$ cat config.mk
export PLATFORM = sky130hd
export DESIGN_NAME = opb_single_master
export DESIGN_NICKNAME = d
export VERILOG_FILES = /design/src/rtl/opb_pkg.sv /design/src/rtl/opb_single_master.sv
export SDC_FILE = /design/constraint.sdc
export NUM_CORES = 1
export LEC_CHECK = 0
export CAP_MARGIN = 0
export CORE_ASPECT_RATIO = 0.8
export CORE_MARGIN = 5
export CORE_UTILIZATION = 45
export DETAILED_ROUTE_END_ITERATION = 6
export MAX_ROUTING_LAYER = met4
export PLACE_DENSITY = 0.79
export SLEW_MARGIN = 20
export SYNTH_ARGS = -nofsm -noshare
export SYNTH_HDL_FRONTEND = slang
export SYNTH_SLANG_ARGS = --single-unit
$ cat constraint.sdc
create_clock -name OPB_Clk -period 4.1 [get_ports OPB_Clk]
set_input_delay 0.82 -clock OPB_Clk [delete_from_list [all_inputs] [get_ports OPB_Clk]]
set_output_delay 0.82 -clock OPB_Clk [all_outputs]
set_load 0.05 [all_outputs]
$ cat src/rtl/opb_pkg.sv
// Shared definitions for the OPB single-beat master: FSM states, response codes and bus widths.
package opb_pkg;

  localparam int OPB_AWIDTH = 32;
  localparam int OPB_DWIDTH = 32;

  typedef enum logic [2:0] {
    IDLE    = 3'd0,
    REQ     = 3'd1,
    XFER    = 3'd2,
    BACKOFF = 3'd3,
    RESP    = 3'd4
  } opb_state_e;

  localparam logic [1:0] STAT_OK    = 2'b00;
  localparam logic [1:0] STAT_ERR   = 2'b01;
  localparam logic [1:0] STAT_TOUT  = 2'b10;
  localparam logic [1:0] STAT_RETRY = 2'b11;

endpackage

$ cat src/rtl/opb_single_master.sv
// OPB initiator: turns a valid/ready command into one single-beat OPB read or write
// and returns a one-cycle response strobe with read data and completion status.
module opb_single_master
  import opb_pkg::*;
#(
  parameter int C_OPB_AWIDTH = OPB_AWIDTH,
  parameter int C_OPB_DWIDTH = OPB_DWIDTH,
  parameter int C_MAX_RETRY  = 8
) (
  input  logic                        OPB_Clk,
  input  logic                        OPB_Rst_n,
  input  logic                        cmd_valid,
  output logic                        cmd_ready,
  input  logic                        cmd_rnw,
  input  logic [C_OPB_AWIDTH-1:0]     cmd_addr,
  input  logic [C_OPB_DWIDTH-1:0]     cmd_wdata,
  input  logic [C_OPB_DWIDTH/8-1:0]   cmd_be,
  output logic                        rsp_valid,
  output logic [C_OPB_DWIDTH-1:0]     rsp_rdata,
  output logic [1:0]                  rsp_status,
  output logic                        M_request,
  output logic                        M_busLock,
  output logic                        M_select,
  output logic                        M_RNW,
  output logic [0:C_OPB_AWIDTH-1]     M_ABus,
  output logic [0:C_OPB_DWIDTH/8-1]   M_BE,
  output logic [0:C_OPB_DWIDTH-1]     M_DBus,
  output logic                        M_seqAddr,
  input  logic                        OPB_MGrant,
  input  logic                        OPB_xferAck,
  input  logic                        OPB_errAck,
  input  logic                        OPB_retry,
  input  logic                        OPB_timeout,
  input  logic [0:C_OPB_DWIDTH-1]     OPB_DBus
);

  localparam int               BE_W        = C_OPB_DWIDTH / 8;
  localparam logic [7:0]       MAX_RETRY_C = 8'(C_MAX_RETRY);

  opb_state_e                  state_r, state_nxt_s;
  logic [7:0]                  retry_cnt_r, retry_cnt_nxt_s, retry_inc_s;
  logic                        rnw_r;
  logic [C_OPB_AWIDTH-1:0]     addr_r;
  logic [C_OPB_DWIDTH-1:0]     wdata_r;
  logic [BE_W-1:0]             be_r;
  logic                        accept_s;

  logic                        cmd_ready_r, ready_nxt_s;
  logic                        rsp_valid_r, rsp_valid_nxt_s;
  logic [C_OPB_DWIDTH-1:0]     rsp_rdata_r, rsp_rdata_nxt_s;
  logic [1:0]                  rsp_status_r, rsp_status_nxt_s;
  logic                        m_request_r, request_nxt_s;
  logic                        m_select_r, drive_bus_s;
  logic                        m_rnw_r, rnw_nxt_s;
  logic [C_OPB_AWIDTH-1:0]     m_abus_r, abus_nxt_s;
  logic [BE_W-1:0]             m_be_r, be_nxt_s;
  logic [C_OPB_DWIDTH-1:0]     m_dbus_r, dbus_nxt_s;

  assign accept_s    = cmd_valid && cmd_ready_r;
  assign retry_inc_s = retry_cnt_r + 8'd1;

  // Command latch: captured once per accepted command, held for the whole transaction.
  always_ff @(posedge OPB_Clk or negedge OPB_Rst_n) begin
    if (!OPB_Rst_n) begin
      rnw_r   <= 1'b0;
      addr_r  <= '0;
      wdata_r <= '0;
      be_r    <= '0;
    end else if (accept_s) begin
      rnw_r   <= cmd_rnw;
      addr_r  <= cmd_addr;
      wdata_r <= cmd_wdata;
      be_r    <= cmd_be;
    end
  end

  // Next-state and next-output decode; every output is registered from these values.
  always_comb begin
    state_nxt_s      = state_r;
    retry_cnt_nxt_s  = retry_cnt_r;
    ready_nxt_s      = 1'b0;
    request_nxt_s    = 1'b0;
    drive_bus_s      = 1'b0;
    rsp_valid_nxt_s  = 1'b0;
    rsp_status_nxt_s = STAT_OK;
    rsp_rdata_nxt_s  = '0;
    case (state_r)
      IDLE: begin
        if (accept_s) begin
          state_nxt_s     = REQ;
          request_nxt_s   = 1'b1;
          retry_cnt_nxt_s = 8'd0;
        end else begin
          ready_nxt_s = 1'b1;
        end
      end
      REQ: begin
        if (OPB_MGrant) begin
          state_nxt_s = XFER;
          drive_bus_s = 1'b1;
        end else begin
          request_nxt_s = 1'b1;
        end
      end
      XFER: begin
        // Terminations are prioritised errAck > timeout > retry > xferAck.
        if (OPB_errAck) begin
          state_nxt_s      = RESP;
          rsp_valid_nxt_s  = 1'b1;
          rsp_status_nxt_s = STAT_ERR;
        end else if (OPB_timeout) begin
          state_nxt_s      = RESP;
          rsp_valid_nxt_s  = 1'b1;
          rsp_status_nxt_s = STAT_TOUT;
        end else if (OPB_retry) begin
          retry_cnt_nxt_s = retry_inc_s;
          if (retry_inc_s == MAX_RETRY_C) begin
            state_nxt_s      = RESP;
            rsp_valid_nxt_s  = 1'b1;
            rsp_status_nxt_s = STAT_RETRY;
          end else begin
            state_nxt_s = BACKOFF;
          end
        end else if (OPB_xferAck) begin
          state_nxt_s      = RESP;
          rsp_valid_nxt_s  = 1'b1;
          rsp_status_nxt_s = STAT_OK;
          rsp_rdata_nxt_s  = rnw_r ? C_OPB_DWIDTH'(OPB_DBus) : '0;
        end else begin
          drive_bus_s = 1'b1;
        end
      end
      BACKOFF: begin
        state_nxt_s   = REQ;
        request_nxt_s = 1'b1;
      end
      RESP: begin
        state_nxt_s = IDLE;
        ready_nxt_s = 1'b1;
      end
      default: begin
        state_nxt_s = IDLE;
        ready_nxt_s = 1'b1;
      end
    endcase
    rnw_nxt_s  = drive_bus_s ? rnw_r : 1'b0;
    abus_nxt_s = drive_bus_s ? addr_r : '0;
    be_nxt_s   = drive_bus_s ? be_r : '0;
    dbus_nxt_s = (drive_bus_s && !rnw_r) ? wdata_r : '0;
  end

  // State, retry counter and output registers.
  always_ff @(posedge OPB_Clk or negedge OPB_Rst_n) begin
    if (!OPB_Rst_n) begin
      state_r      <= IDLE;
      retry_cnt_r  <= 8'd0;
      cmd_ready_r  <= 1'b1;
      rsp_valid_r  <= 1'b0;
      rsp_rdata_r  <= '0;
      rsp_status_r <= STAT_OK;
      m_request_r  <= 1'b0;
      m_select_r   <= 1'b0;
      m_rnw_r      <= 1'b0;
      m_abus_r     <= '0;
      m_be_r       <= '0;
      m_dbus_r     <= '0;
    end else begin
      state_r      <= state_nxt_s;
      retry_cnt_r  <= retry_cnt_nxt_s;
      cmd_ready_r  <= ready_nxt_s;
      rsp_valid_r  <= rsp_valid_nxt_s;
      rsp_rdata_r  <= rsp_rdata_nxt_s;
      rsp_status_r <= rsp_status_nxt_s;
      m_request_r  <= request_nxt_s;
      m_select_r   <= drive_bus_s;
      m_rnw_r      <= rnw_nxt_s;
      m_abus_r     <= abus_nxt_s;
      m_be_r       <= be_nxt_s;
      m_dbus_r     <= dbus_nxt_s;
    end
  end

  // Internal vectors are numeric [N-1:0]; OPB buses put the MSB at index 0.
  assign cmd_ready  = cmd_ready_r;
  assign rsp_valid  = rsp_valid_r;
  assign rsp_rdata  = rsp_rdata_r;
  assign rsp_status = rsp_status_r;
  assign M_request  = m_request_r;
  assign M_busLock  = 1'b0;
  assign M_select   = m_select_r;
  assign M_RNW      = m_rnw_r;
  assign M_ABus     = m_abus_r;
  assign M_BE       = m_be_r;
  assign M_DBus     = m_dbus_r;
  assign M_seqAddr  = 1'b0;

endmodule
==> results_dict.tcl, run 1 <==
set metrics [dict create \
    drt-total-wl_mm 14.7 \
    pin_count 218 \
    clock_skew_ns 0.00536 \
    fin_nets 782 \
    ant_nets 0 \
    setup_viol 0 \
    avgSynthCellArea_sq_um 14.6 \
    grt_max_degree 93 \
    grt_pass1_vias 4481 \
    clockBufferDepth 2 \
    areaGrowthSynthToFinish_pct 44.6 \
    critPathArrivalTime_ns 3.08 \
    cts_resized 0 \
    cts_tree "built" \
    setup_tns_ns 0 \
    status "finished, final reports clean" \
    clock_latency_ns 0.42 \
    num_vias 4131 \
    synth_area_leaders "dfrtp_1 (70%), mux2_2 (12%), and2_1 (6.1%)" \
    critPathRequiredTime_ns 4.46 \
    slew_violations 0 \
    finalCriticalPeriod_ns 2.72 \
    drive_gt1_share_pct 16.8 \
    dp_hpwl_mm 10.5 \
    power_density_nw_per_um2 610 \
    overflow 0 \
    routed_via_density 4.75 \
    diodes 0 \
    clock_sinks 187 \
    yosysWarnings 0 \
    drtIter0Drc 239 \
    path_clk_slew_ns 0.06 \
    timing_worst_setup_path_type "input pin to flop" \
    worst_setup_path_start_kind "input pin" \
    rsz0062_at_grt "no" \
    p_total_uw 5880 \
    dieArea_sq_um 17400 \
    finalHoldWorstSlack_ns 0.463 \
    drc_errors 0 \
    fp.dieW_um 146 \
    placed_area_sq_um 9010 \
    synth_edf_count 0 \
    die_h_um 119 \
    crit_fanout 39 \
    synth_top_area_cell "dfrtp_1" \
    routedWlPerCell_um 17.0 \
    synth-seq-cells 187 \
    synthArstFlopShare_pct 100 \
    finalWorstSetupSlack_ns 1.38 \
    post_synth_inst_count 455 \
    holdBufCountCts 0 \
    hold_viol 0 \
    place_congestion 0.843 \
    maxCapViolCount 0 \
    cts_made_buffers 17 \
    yosysTopAreaCellShare_pct 69.8 \
    synthFlopType "dfrtp_1" \
    post_synth_num_cell_types 42 \
    core_sq_um 14400 \
    dr.pass1.iters 4 \
    start_util_pct 46.3 \
    grt_pass1_wl_mm 24.0 \
    grt_usage_pct 18.1 \
    htreeDepth 4 \
    tightest_slew_ns 0.988 \
    synth-seq-area-share_pct 70.2 \
    maxClockFrequency_mhz 367 \
    finalInstanceArea_sq_um 9640 \
    cts_setup_buffers 0 \
    pre_cts_slack_ns 0.962 \
    timing.slew.headroom_pct 34.2 \
    ir_worst_vdd_v 0.000309 \
    hp-class "input pin to async pin" \
    finalCritPeriodShare_pct 66.4 \
    critical_path.endpoint_type "flop" \
    root_buffer "clkbuf_16" \
    rows 39 \
    syn-cell-area_sq_um 6670 \
    leakagePower_uw 0.00430 \
    numPortBuffers 215 \
    antenna_found_initial 0 \
]
[Yosys cell counts (2+ instances only)]
| master | n |
|---|---|
| a21o_1 | 3 |
| a21oi_1 | 5 |
| a31oi_1 | 3 |
| and2_1 | 65 |
| and3_1 | 2 |
| buf_1 | 7 |
| buf_2 | 7 |
| buf_4 | 2 |
| clkbuf_2 | 5 |
| dfrtp_1 | 186 |
| inv_1 | 3 |
| mux2_2 | 70 |
| mux2i_1 | 4 |
| nand2_1 | 13 |
| nand2b_1 | 2 |
| nand3_1 | 6 |
| nand4_1 | 2 |
| nor2_1 | 8 |
| nor2b_1 | 38 |
| o21ai_0 | 2 |
[power by group]
part | switching, uW | internal (uW) | total [uW]
clock network | 662 | 1050 | 1710
logic | 856 | 751 | 1610
registers | 230 | 2340 | 2570
total | 1750 | 4130 | 5880
[critical path, stage by stage]
cell and delay, ns:
clkdlybuf4s50_1 0.48, nor4bb_1 0.62, a31oi_4 0.03, buf_4 0.30
nor2_2 0.35, buf_4 0.29, and2_1 0.16
[cells in the final DEF (no fill, tap or decap), types with 2 or more instances in the layout]
cell type	Yosys	routed
a21o_1	3	3
a21oi_1	5	5
a31oi_1	3	2
and2_1	65	65
and3_1	2	2
buf_4	2	4
bufinv_16	0	3
clkbuf_1	1	2
clkbuf_16	0	17
clkbuf_8	0	5
clkdlybuf4s50_1	0	214
clkinvlp_4	0	2
conb_1	1	2
dfrtp_1	186	186
inv_1	3	3
mux2_2	70	70
mux2i_1	4	4
nand2_1	13	12
nand2b_1	2	2
nand3_1	6	6
nand4_1	2	2
nor2_1	8	8
nor2b_1	38	38
o21ai_0	2	2
[kinds of logic (layout without fill, tap and decap cells)]
| logic type | count (synthesis) | count (layout) | synth area share (%) |
|---|---|---|---|
| buffers and inverters | 26 | 255 | 1.91 |
| AOI/OAI and AO/OA | 20 | 20 | 1.97 |
| other | 1 | 2 | 0.0563 |
| muxes | 74 | 74 | 12.4 |
| and+or+nand+nor | 146 | 146 | 13.2 |
| DFF | 187 | 187 | 70.2 |
| adders and majority gates | 1 | 1 | 0.188 |
[flip-flops by register name, summed over array words and instances (netlist names), 2 cells and up]
name         count
wdata_r         32
M_ABus          32
retry_cnt_r      8
M_DBus          32
state_r          3
be_r             4
addr_r          32
M_BE             4
rsp_status       2
rsp_rdata       32
[layer usage]
metal  part of all wire, %  GRT usage, %  vias up
met5                     0             -        -
met4                   2.0          6.87        0
met3                   5.5          4.90       20
met2                    49          28.2      145
met1                    44          23.1     2034
li1                      -             -     1932
[metrics by stage]
stage	instances	utilization (%)
2_1_floorplan	456	-
3_3_place_gp	837	62.6
3_5_place_dp	837	62.6
4_1_cts	869	67.0
5_1_grt	869	67.0
6_report	869	67.0
[path summary, 6_finish.rpt]
kind / from / endpoint / slack (ns) / depth (start not counted)
setup / recovery: OPB_MGrant / M_DBus[12] / 1.38 / 7
hold / removal: OPB_Rst_n / wdata_r[14] / 0.46 / 1
setup reg to reg: state_r[1] / M_DBus[12] / 1.80 / 6
hold reg to reg: wdata_r[17] / M_DBus[14] / 0.47 / 1
max in group asynchronous: OPB_Rst_n / M_ABus[26] / 2.74 / 2
min in group OPB_Clk: wdata_r[17] / M_DBus[14] / 0.47 / 1
[area by class of cell]
| cell class | instances | area (sq um) |
|---|---|---|
| Fill cell | 997 | 4750 |
| Timing Repair Buffer | 220 | 2200 |
| Multi-Input combinational cell | 243 | 1880 |
| Inverter | 3 | 11.3 |
| Sequential cell | 187 | 4680 |
| Tap cell | 184 | 230 |
| Clock inverter | 8 | 130 |
| Clock buffer | 24 | 502 |
No activity file was read; power rests on OpenSTA's default activity.
==> run 2, diff against run 1 <==
- clock period: 4.1 -> 2.6 ns (I/O delays scaled with it)
==> run 2 against run 1 <==
Compared with the run above: core utilization fell by 0.17 points; power grew 53%; register-to-register slack got worse by 0.99 ns; via count is essentially flat; worst hold slack worse by 0.44 ns; count of clock-buffer cells in the layout is 3 lower; routed wire length increased by 1.1%; sequential power increased by 57%; flip-flop and latch count unchanged; largest power group unchanged; highest routed layer unchanged.
==> results_dict.tcl, run 2 (synthesized netlist as in run 1, its figures left out) <==
set metrics [dict create \
    status "finished, final reports clean" \
    met3_length_mm 1.12 \
    timing_worst_setup_path_type "flop to output pin" \
    dieArea_sq_um 17400 \
    maxClockFrequency_mhz 430 \
    place_congestion 0.801 \
    cts_tree "built" \
    drt-total-wl_mm 14.9 \
    critPathMaxStageDelay_ns 0.82 \
    register_area_sq_um 4680 \
    setup_viol 0 \
    hp-class "input pin to async pin" \
    grt_pass1_wl_mm 23.5 \
    fillers 983 \
    overflow 0 \
    tightest_slew_ns 0.590 \
    path_cells "clkdlybuf4s50_1" \
    holdBufCountCts 0 \
    reg2reg_to "rsp_status[1]" \
    multiInputGateArea_sq_um 1880 \
    final_common_cell "clkdlybuf4s50_1" \
    cts_made_buffers 17 \
    start_util_pct 46.3 \
    setup_tns_ns 0 \
    drtIter0Drc 200 \
    finalCriticalPeriod_ns 2.32 \
    drive_gt1_share_pct 17.0 \
    ant_nets 0 \
    timing.slew.headroom_pct 60.5 \
    reg2reg_slack_ns 0.81 \
    grt_usage_pct 17.9 \
    clock_latency_ns 0.42 \
    maxCapViolCount 0 \
    ir_worst_vdd_v 0.000647 \
    placed_area_sq_um 9060 \
    critPathRequiredTime_ns 2.08 \
    fp.dieW_um 146 \
    critical_path.endpoint_type "output pin" \
    power_density_nw_per_um2 937 \
    rows 39 \
    pre_cts_slack_ns 0.422 \
    htreeDepth 4 \
    antenna_found_initial 0 \
    core_sq_um 14400 \
    dr.pass1.iters 4 \
    worst_setup_path_start_kind "flop" \
    fin_nets 786 \
    numPortBuffers 215 \
    grt_max_degree 70 \
    ff2ff_path_depth 5 \
    areaGrowthSynthToFinish_pct 44.3 \
    r2r-start "retry_cnt_r[0]" \
    diodes 0 \
    crit_slowest_cell "clkdlybuf4s50_1" \
    critPathArrivalTime_ns 1.80 \
    critPathTopFamily "buffers and inverters" \
    top_layer "met4" \
    cp_num_buf_inv 1 \
    finalInstanceArea_sq_um 9620 \
    routed_via_density 4.74 \
    root_buffer "clkbuf_16" \
    finalHoldWorstSlack_ns 0.0254 \
    grt_pass1_vias 4412 \
    dp_hpwl_mm 10.7 \
    clock_skew_ns 0.00973 \
    die_h_um 119 \
    drc_errors 0 \
    slew_violations 0 \
    finalWorstSetupSlack_ns 0.276 \
    clock_sinks 187 \
    routedWlPerCell_um 17.1 \
    p_total_uw 9010 \
    clockBufferDepth 2 \
    crit_fanout 4 \
    num_vias 4130 \
    route.met2.wl_mm 7.41 \
    final_cell_mix "clkdlybuf4s50_1 (214), dfrtp_1 (186), mux2_2 (70)" \
    cts_setup_buffers 0 \
    rsz0062_at_grt "no" \
    path_clk_slew_ns 0.06 \
    hold_viol 0 \
    met1_length_mm 6.17 \
    leakagePower_uw 0.00428 \
    pin_count 218 \
    cts_resized 0 \
    finalCritPeriodShare_pct 89.4 \
]
run 2: changes by cell type in the layout (fill, tap and decap cells not counted):
cell | previous run | this run
buf_12 | 1 | 3
buf_4 | 4 | 6
bufinv_16 | 3 | 1
clkbuf_8 | 5 | 2
clkinv_4 | 0 | 2
clkinvlp_4 | 2 | 4
inv_8 | 1 | 0
run 2: metrics by stage:
stage               utilization, %  instances
floorplan                        -        456
CTS                           66.8        871
global route                  66.8        871
detailed placement            63.0        841
finish                        66.8        871
global placement              63.0        841
run 2: area by class of cell:
type	count	share of cell area (%)
clock buffers	21	4.79
clock inverters	9	0.950
repair buffers	224	23.5
inverters	3	0.117
well taps	184	2.39
flip-flops and latches	187	48.7
multi-input cells	243	19.6
run 2: how the worst max path moves through the flow:
| stage | startpoint | end | slack (ns) | cells after the start |
|---|---|---|---|---|
| floorplan | cmd_ready | addr_r[0] | 1.07 | 3 |
| global placement | OPB_MGrant | M_DBus[18] | 0.47 | 7 |
| detailed placement | OPB_MGrant | M_DBus[19] | 0.42 | 7 |
| CTS | cmd_ready | cmd_ready | 0.24 | 1 |
| global route | cmd_ready | cmd_ready | 0.21 | 1 |
| finish | cmd_ready | cmd_ready | 0.28 | 1 |
run 2: power breakdown:
| part | leakage (uW) | internal [uW] | switching, uW | total (uW) |
|---|---|---|---|---|
| clock | 0.000258 | 1360 | 1040 | 2400 |
| sequential | 0.00243 | 3690 | 347 | 4030 |
| combinational | 0.00159 | 1210 | 1370 | 2580 |
| total | 0.00428 | 6260 | 2760 | 9010 |
run 2: metal layers:
metal | vias up | global-route usage [%]
li1 | 1937 | -
met4 | 0 | 5.23
met3 | 20 | 6.80
met1 | 2041 | 21.0
met5 | - | -
met2 | 132 | 29.1
